<file path="config.mk">
export PLATFORM = sky130hd
export DESIGN_NAME = alu16_seq
export DESIGN_NICKNAME = d
export VERILOG_FILES = /design/src/rtl/alu16_seq_pkg.sv /design/src/rtl/alu16_seq.sv
export SDC_FILE = /design/constraint.sdc
export NUM_CORES = 1
export LEC_CHECK = 0
export ABC_CLOCK_PERIOD_IN_PS = 3200
export BUFFER_PORTS_ARGS = -buffer_cell sky130_fd_sc_hd__buf_2
export CAP_MARGIN = 20
export CORE_MARGIN = 10
export CORE_UTILIZATION = 55
export CTS_BUF_LIST = sky130_fd_sc_hd__clkbuf_8
export DETAILED_ROUTE_END_ITERATION = 8
export PLACE_DENSITY = 0.87
export SLEW_MARGIN = 5
export SYNTH_ARGS = -nofsm -noshare
export SYNTH_HDL_FRONTEND = slang
export SYNTH_SLANG_ARGS = --single-unit
</file>
<file path="constraint.sdc">
create_clock -name clk -period 3.2 [get_ports clk]
set_input_delay 0.32 -clock clk [delete_from_list [all_inputs] [get_ports clk]]
set_output_delay 0.32 -clock clk [all_outputs]
set_load 0.005 [all_outputs]
</file>
<file path="src/rtl/alu16_seq_pkg.sv">
// -----------------------------------------------------------------------------
// alu16_seq_pkg
// Shared definitions for the 16-bit byte-serial ALU sequencer:
//   - req_op command encoding
//   - sequencer FSM state encoding
//   - 5-bit operation codes understood by the external 8-bit ALU
//   - helpers mapping a command onto the ALU codes for each byte pass
// Configuration macro: ALU16_SEQ_MUL_EN
//   defined   -> command 5 is a legal 8x8->16 multiply
//   undefined -> command 5 is handled as an illegal command
// -----------------------------------------------------------------------------
package alu16_seq_pkg;

  // Command encoding on req_op (6 and 7 are illegal)
  localparam logic [2:0] OP_ADD = 3'd0;
  localparam logic [2:0] OP_SUB = 3'd1;
  localparam logic [2:0] OP_AND = 3'd2;
  localparam logic [2:0] OP_OR  = 3'd3;
  localparam logic [2:0] OP_XOR = 3'd4;
  localparam logic [2:0] OP_MUL = 3'd5;

  typedef enum logic [1:0] {
    ST_IDLE = 2'd0,
    ST_LOW  = 2'd1,
    ST_HIGH = 2'd2,
    ST_DONE = 2'd3
  } state_e;

  // External 8-bit ALU operation codes
  localparam logic [4:0] ALU_NOP  = 5'd0;
  localparam logic [4:0] ALU_ADD  = 5'd9;   // a + b
  localparam logic [4:0] ALU_ADC  = 5'd10;  // a + b + 1
  localparam logic [4:0] ALU_SUB  = 5'd11;  // a - b, carry = borrow
  localparam logic [4:0] ALU_SBB  = 5'd14;  // a - b - 1, carry = borrow
  localparam logic [4:0] ALU_MULL = 5'd16;  // low byte of a * b
  localparam logic [4:0] ALU_MULH = 5'd17;  // high byte of a * b
  localparam logic [4:0] ALU_AND  = 5'd25;
  localparam logic [4:0] ALU_OR   = 5'd26;
  localparam logic [4:0] ALU_XOR  = 5'd27;

  function automatic logic op_legal(input logic [2:0] op);
    case (op)
      OP_ADD, OP_SUB, OP_AND, OP_OR, OP_XOR: return 1'b1;
`ifdef ALU16_SEQ_MUL_EN
      OP_MUL:                                return 1'b1;
`else
      OP_MUL:                                return 1'b0;
`endif
      default:                               return 1'b0;
    endcase
  endfunction

  // ALU code for the low-byte pass
  function automatic logic [4:0] low_alu_op(input logic [2:0] op);
    if (!op_legal(op)) return ALU_NOP;
    case (op)
      OP_ADD:  return ALU_ADD;
      OP_SUB:  return ALU_SUB;
      OP_AND:  return ALU_AND;
      OP_OR:   return ALU_OR;
      OP_XOR:  return ALU_XOR;
      OP_MUL:  return ALU_MULL;
      default: return ALU_NOP;
    endcase
  endfunction

  // ALU code for the high-byte pass; lo_carry is the carry/borrow of the low pass
  function automatic logic [4:0] high_alu_op(input logic [2:0] op, input logic lo_carry);
    if (!op_legal(op)) return ALU_NOP;
    case (op)
      OP_ADD:  return lo_carry ? ALU_ADC : ALU_ADD;
      OP_SUB:  return lo_carry ? ALU_SBB : ALU_SUB;
      OP_AND:  return ALU_AND;
      OP_OR:   return ALU_OR;
      OP_XOR:  return ALU_XOR;
      OP_MUL:  return ALU_MULH;
      default: return ALU_NOP;
    endcase
  endfunction

endpackage

</file>
<file path="src/rtl/alu16_seq.sv">
// -----------------------------------------------------------------------------
// alu16_seq
// Performs 16-bit ADD/SUB/AND/OR/XOR (and optional 8x8 MUL) by running two
// byte passes through an external combinational 8-bit ALU.
// Sequence: IDLE (accept) -> LOW -> HIGH -> DONE (response held until taken).
// Configuration macro: ALU16_SEQ_MUL_EN (enables command 5 = MUL).
// Ports:
//   clk, reset                 clock, asynchronous active-high reset
//   req_valid/req_ready        command handshake; req_op, req_a, req_b
//   alu_a, alu_b, alu_op       operand bytes / op code to the external ALU
//   alu_result, alu_carry      combinational ALU outputs, sampled same cycle
//   resp_valid/resp_ready      response handshake
//   resp_result, resp_carry, resp_zero, resp_neg, resp_err   response payload
// -----------------------------------------------------------------------------
module alu16_seq
  import alu16_seq_pkg::*;
(
  input  logic        clk,
  input  logic        reset,
  input  logic        req_valid,
  output logic        req_ready,
  input  logic [2:0]  req_op,
  input  logic [15:0] req_a,
  input  logic [15:0] req_b,
  output logic [7:0]  alu_a,
  output logic [7:0]  alu_b,
  output logic [4:0]  alu_op,
  input  logic [7:0]  alu_result,
  input  logic        alu_carry,
  output logic        resp_valid,
  input  logic        resp_ready,
  output logic [15:0] resp_result,
  output logic        resp_carry,
  output logic        resp_zero,
  output logic        resp_neg,
  output logic        resp_err
);

  state_e      state_q;
  logic [2:0]  op_q;
  logic [15:0] a_q, b_q;
  logic [15:0] result_q;
  logic        carry_q;
  logic        req_ready_q, resp_valid_q;
  logic        resp_carry_q, resp_zero_q, resp_neg_q, resp_err_q;
  logic [7:0]  alu_a_q, alu_b_q;
  logic [4:0]  alu_op_q;

  // Full result as it becomes known during the HIGH pass
  logic [15:0] full_result;
  assign full_result = {alu_result, result_q[7:0]};

  // The ALU drive registers are loaded one edge ahead of the pass that uses
  // them, so the ALU sees stable inputs for the whole LOW/HIGH cycle. The HIGH
  // op code depends on the low-pass carry, which is valid during LOW.
  // NOTE: every register here uses non-blocking assignment so all updates see
  // the pre-edge values; blocking would make outcomes depend on statement order.
  always_ff @(posedge clk or posedge reset) begin
    if (reset) begin
      state_q      <= ST_IDLE;
      op_q         <= '0;
      a_q          <= '0;
      b_q          <= '0;
      result_q     <= '0;
      carry_q      <= 1'b0;
      req_ready_q  <= 1'b1;
      resp_valid_q <= 1'b0;
      resp_carry_q <= 1'b0;
      resp_zero_q  <= 1'b0;
      resp_neg_q   <= 1'b0;
      resp_err_q   <= 1'b0;
      alu_a_q      <= '0;
      alu_b_q      <= '0;
      alu_op_q     <= ALU_NOP;
    end else begin
      case (state_q)
        ST_IDLE: begin
          if (req_valid) begin
            state_q     <= ST_LOW;
            req_ready_q <= 1'b0;
            op_q        <= req_op;
            a_q         <= req_a;
            b_q         <= req_b;
            alu_a_q     <= req_a[7:0];
            alu_b_q     <= req_b[7:0];
            alu_op_q    <= low_alu_op(req_op);
          end
        end
        ST_LOW: begin
          state_q       <= ST_HIGH;
          result_q[7:0] <= alu_result;
          carry_q       <= alu_carry;
          // MUL multiplies the low bytes; the high pass fetches the upper product byte
          alu_a_q       <= (op_q == OP_MUL) ? a_q[7:0] : a_q[15:8];
          alu_b_q       <= (op_q == OP_MUL) ? b_q[7:0] : b_q[15:8];
          alu_op_q      <= high_alu_op(op_q, alu_carry);
        end
        ST_HIGH: begin
          state_q        <= ST_DONE;
          result_q[15:8] <= alu_result;
          resp_valid_q   <= 1'b1;
          resp_carry_q   <= op_legal(op_q) && ((op_q == OP_ADD) || (op_q == OP_SUB))
                            ? alu_carry : 1'b0;
          resp_zero_q    <= (full_result == 16'h0000);
          resp_neg_q     <= full_result[15];
          resp_err_q     <= !op_legal(op_q);
          alu_a_q        <= '0;
          alu_b_q        <= '0;
          alu_op_q       <= ALU_NOP;
        end
        ST_DONE: begin
          if (resp_ready) begin
            state_q      <= ST_IDLE;
            resp_valid_q <= 1'b0;
            req_ready_q  <= 1'b1;
          end
        end
        default: state_q <= ST_IDLE;
      endcase
    end
  end

  assign req_ready   = req_ready_q;
  assign resp_valid  = resp_valid_q;
  assign resp_result = result_q;
  assign resp_carry  = resp_carry_q;
  assign resp_zero   = resp_zero_q;
  assign resp_neg    = resp_neg_q;
  assign resp_err    = resp_err_q;
  assign alu_a       = alu_a_q;
  assign alu_b       = alu_b_q;
  assign alu_op      = alu_op_q;

endmodule

</file>
==> summary.txt <==
Outcome
  • Result of the run: completed

STA
  • Setup repair after global routing missed its margin: false
  • Final hold violation count: 0
  • Minimum clock period: 2.29 ns
  • Least-Margin Pin Slew: 0.874 ns
  • Pins over their slew limit: 0
  • Tcrit/Tclk final: 71.5%
  • Setup tns final: 0 ns
  • Worst slew margin relative to its limit: 41.6%
  • Timing-limited maximum frequency: 437 MHz
  • Number of endpoints failing setup at the final stage: 0
  • Setup clock skew after layout: 0.00893 ns

Finish
  • Post-layout net count: 479
  • Register area: 1980 um2
  • Count of antenna diodes in the layout: 0
  • Combined area of the multi-input logic cells: 1420 um2
  • Leading cell type in the layout, fill and taps excluded: buf_2
  • Filler Cells Inserted: 510
  • Fraction of layout instances using a drive strength above 1: 35.0%
  • Total non-filler cell area in the finished layout: 4320 um2
  • Layout overhead on the synthesized area: 19.2%
  • Leading cell types in the layout, fill and taps excluded: buf_2, dfrtp_1, nand2_1, a21oi_1, mux2_2

Clock tree
  • Number of instances resized during post-cts repair: 0
  • Cts hold-fix bufs: 0
  • TritonCTS clock tree: done
  • CTS root buf: clkbuf_8
  • Worst-path clk slew: 0.09 ns
  • Setup Buffers After CTS: 0
  • Max clock buf depth: 2
  • Depth of the CTS H-tree: 3
  • Clock buffer count from CTS: 9
  • Clock sink count: 79
  • Clk Latency, worst-skew pair: 0.35 ns

Logic synthesis
  • Area share of fa/ha/maj cells after synthesis: 2.42%
  • Number of nets in the synthesized netlist: 396
  • Area share of and/or/nand/nor cells after synthesis: 9.70%
  • Post-Synthesis Cell Area: 3630 um2
  • Complex-gate fraction of the synthesized area: 15.9%
  • Number of synthesized flops with an enable pin: 0
  • Fraction of the yosys area taken by sequential cells: 54.6%
  • Avg Inst Size Synth: 10.6 um2
  • Mapped Cells: 341
  • Share of the synthesized netlist area taken by xor and xnor gates: 0%
  • Most used DFF post-synth: dfrtp_1
  • Ys Warns: 0
  • Largest family of logic cells by synthesized area: compound AO/OA/AOI/OAI gates
  • Library cells used by synthesis: 37
  • Fraction of synthesized area in multiplexers: 11.1%
  • Fraction of registers with async set/reset: 100%
  • Flop and latch count out of synthesis: 79

Floorplanning
  • Placeable Area: 6390 um2
  • Num rows: 29
  • Die span in y: 101 um
  • Die X: 101 um
  • IO Pins: 91
  • Initial Util: 56.8%
  • DIE AREA: 10200 um2

Global routing
  • Most Used Layer, Global Route: met2
  • Number of global-route vias before repair: 3051
  • Met1 Resource Use GR: 22.7%
  • Global-route usage over all layers: 17.9%
  • Global-route wire length before repair: 15000 um
  • Global route total overflow: 0
  • Maximum number of pins on one net before global-route repair: 43
  • GR Layer Usage met3: 5.79%
  • Met2 track demand over resource: 28.0%
  • Initial antenna violation count: 0

Route
  • Routed WL: 8970 um
  • Wirelength per Cell: 17.7 um
  • Length of the first detailed-routing pass in iterations: 4
  • Vias per std cell: 5.67
  • Post-detailed-route count of antenna-violating nets: 0
  • DRC violations left: 0
  • Number of violations reported at the end of detailed-routing iteration 0: 197
  • Vias after detailed routing: 2870

Critical path
  • Cells along the critical path: inv_1 -> ha_1 -> buf_4 -> nand2_2 -> o21ai_2 -> o32a_1
  • Startpoint of the worst-slack reg-to-reg timing path: state_q[0]
  • Category of the worst setup path launch point: register
  • Arrival time of the worst setup path: 2.52 ns
  • Critical path's largest stage delay: 0.55 ns
  • Number of cells on the worst reg-to-reg path: 6
  • Kind of end point of the critical path: register
  • Largest driver fanout on the critical path: 39
  • Slowest cell on the critical path: nand2_2
  • Minimum setup slack among reg-to-reg paths: 0.91 ns
  • Setup CP Type: register to register
  • Critical R2R Capture: alu_a[3]
  • Crit path required time: 3.44 ns

Power and ir drop
  • Comb power frac: 43.3%
  • Clock share of power: 17.9%
  • P_int: 0.00291 W
  • Switching share of total power: 37.8%
  • Peak ir drop on the vdd network: 690 uV
  • PnR Total Power: 0.00469 W
  • Switching power total: 0.00177 W
  • P per Cell Area: 1080 nW/um2
  • LEAKAGE: 2.12 nW
  • Portion of total power attributed to sequential cells: 38.7%

Placed design
  • Half-perimeter wire length after detailed placement: 6580 um
  • Placed inst area: 4100 um2
  • Gpl congestion: 0.797
  • Count of buffers inserted at the top-level ports: 90

Run
  • Max-capacitance violation count: 0

Min path
  • Worst hold path class: primary input to asynchronous set/reset pin
## kinds of logic after synthesis
group	Yosys count
compound gates	91
flops	79
fa+ha+maj	7
simple gates	79
buf+inv	49
mux	36
## per-layer routing
metal	wire length, um	vias up	part of all wire, %
met5	0	-	0
li1	-	1349	-
met2	4290	110	48
met3	818	8	9.1
met4	82	0	0.91
met1	3780	1403	42
## through the flow
stage	instances	setup slack, ns	hold WS (ns)	util (%)
after detailed placement	490	0.935	0.471	64.1
after floorplan	341	0.858	0.429	-
after CTS	506	0.918	0.130	67.7
final	506	0.911	0.110	67.7
after global routing	506	0.742	0.170	67.7
after global placement	490	1.02	0.461	64.1
## critical path: cells and delay by family, from the launching register on
kind            cells  cell delay [ns]
compound gates      2             0.71
simple gates        1             0.55
flops               1             0.41
buf+inv             2             0.29
fa+ha+maj           1             0.19
## layout make-up
type	count	share of cell area, %
repair buffers	95	11.6
flip-flops and latches	79	45.8
multi-input cells	213	32.9
inverters	26	2.26
well taps	77	2.23
clock inverters	7	2.37
clock buffers	9	2.87
## synthesized netlist by cell type, types with 2 or more instances
cell type	n	area, um2
nor2b_1	3	18.8
inv_1	26	97.6
o32a_1	17	170
mux2i_1	2	20.0
nand2_1	54	203
buf_6	3	33.8
buf_2	11	55.1
nor4_1	3	18.8
o21ai_0	23	115
mux2_2	34	383
a31oi_1	2	12.5
nor2_1	8	30.0
clkbuf_1	6	22.5
dfrtp_1	78	1950
ha_1	7	87.6
nand2b_1	2	12.5
nor3_1	2	10.0
o21a_1	2	15.0
nand3_1	3	15.0
a21oi_1	37	185
o22ai_1	2	12.5
## registers in the layout, indices dropped and copies added, names as in the netlist
register / count
req_ready: 1
state_q: 2
alu_op: 5
alu_a: 8
a_q: 16
resp_valid: 1
resp_zero: 1
resp_neg: 1
resp_carry: 1
op_q: 3
resp_err: 1
b_q: 16
alu_b: 8
resp_result: 15
## power by group through the flow
stage | clock, W | combinational (W) | sequential [W]
CTS | 0.000852 | 0.00206 | 0.00182
finish | 0.000841 | 0.00203 | 0.00182
floorplan | 0 | 0.00148 | 0.00175
detailed placement | 0 | 0.00206 | 0.00183
global placement | 0 | 0.00196 | 0.00180
global route | 0.000895 | 0.00226 | 0.00188
## worst max-delay path by stage
stage	start	to	slack [ns]	cells past startpoint
2_1_floorplan	reset	a_q[0]	0.86	1
3_3_place_gp	state_q[0]	alu_b[1]	1.02	6
3_5_place_dp	state_q[0]	alu_a[3]	0.94	6
4_1_cts	state_q[0]	alu_a[3]	0.92	6
5_1_grt	state_q[0]	alu_op[1]	0.74	7
6_report	state_q[0]	alu_a[3]	0.91	6
Note: power is estimated with default switching activity, not from simulation.
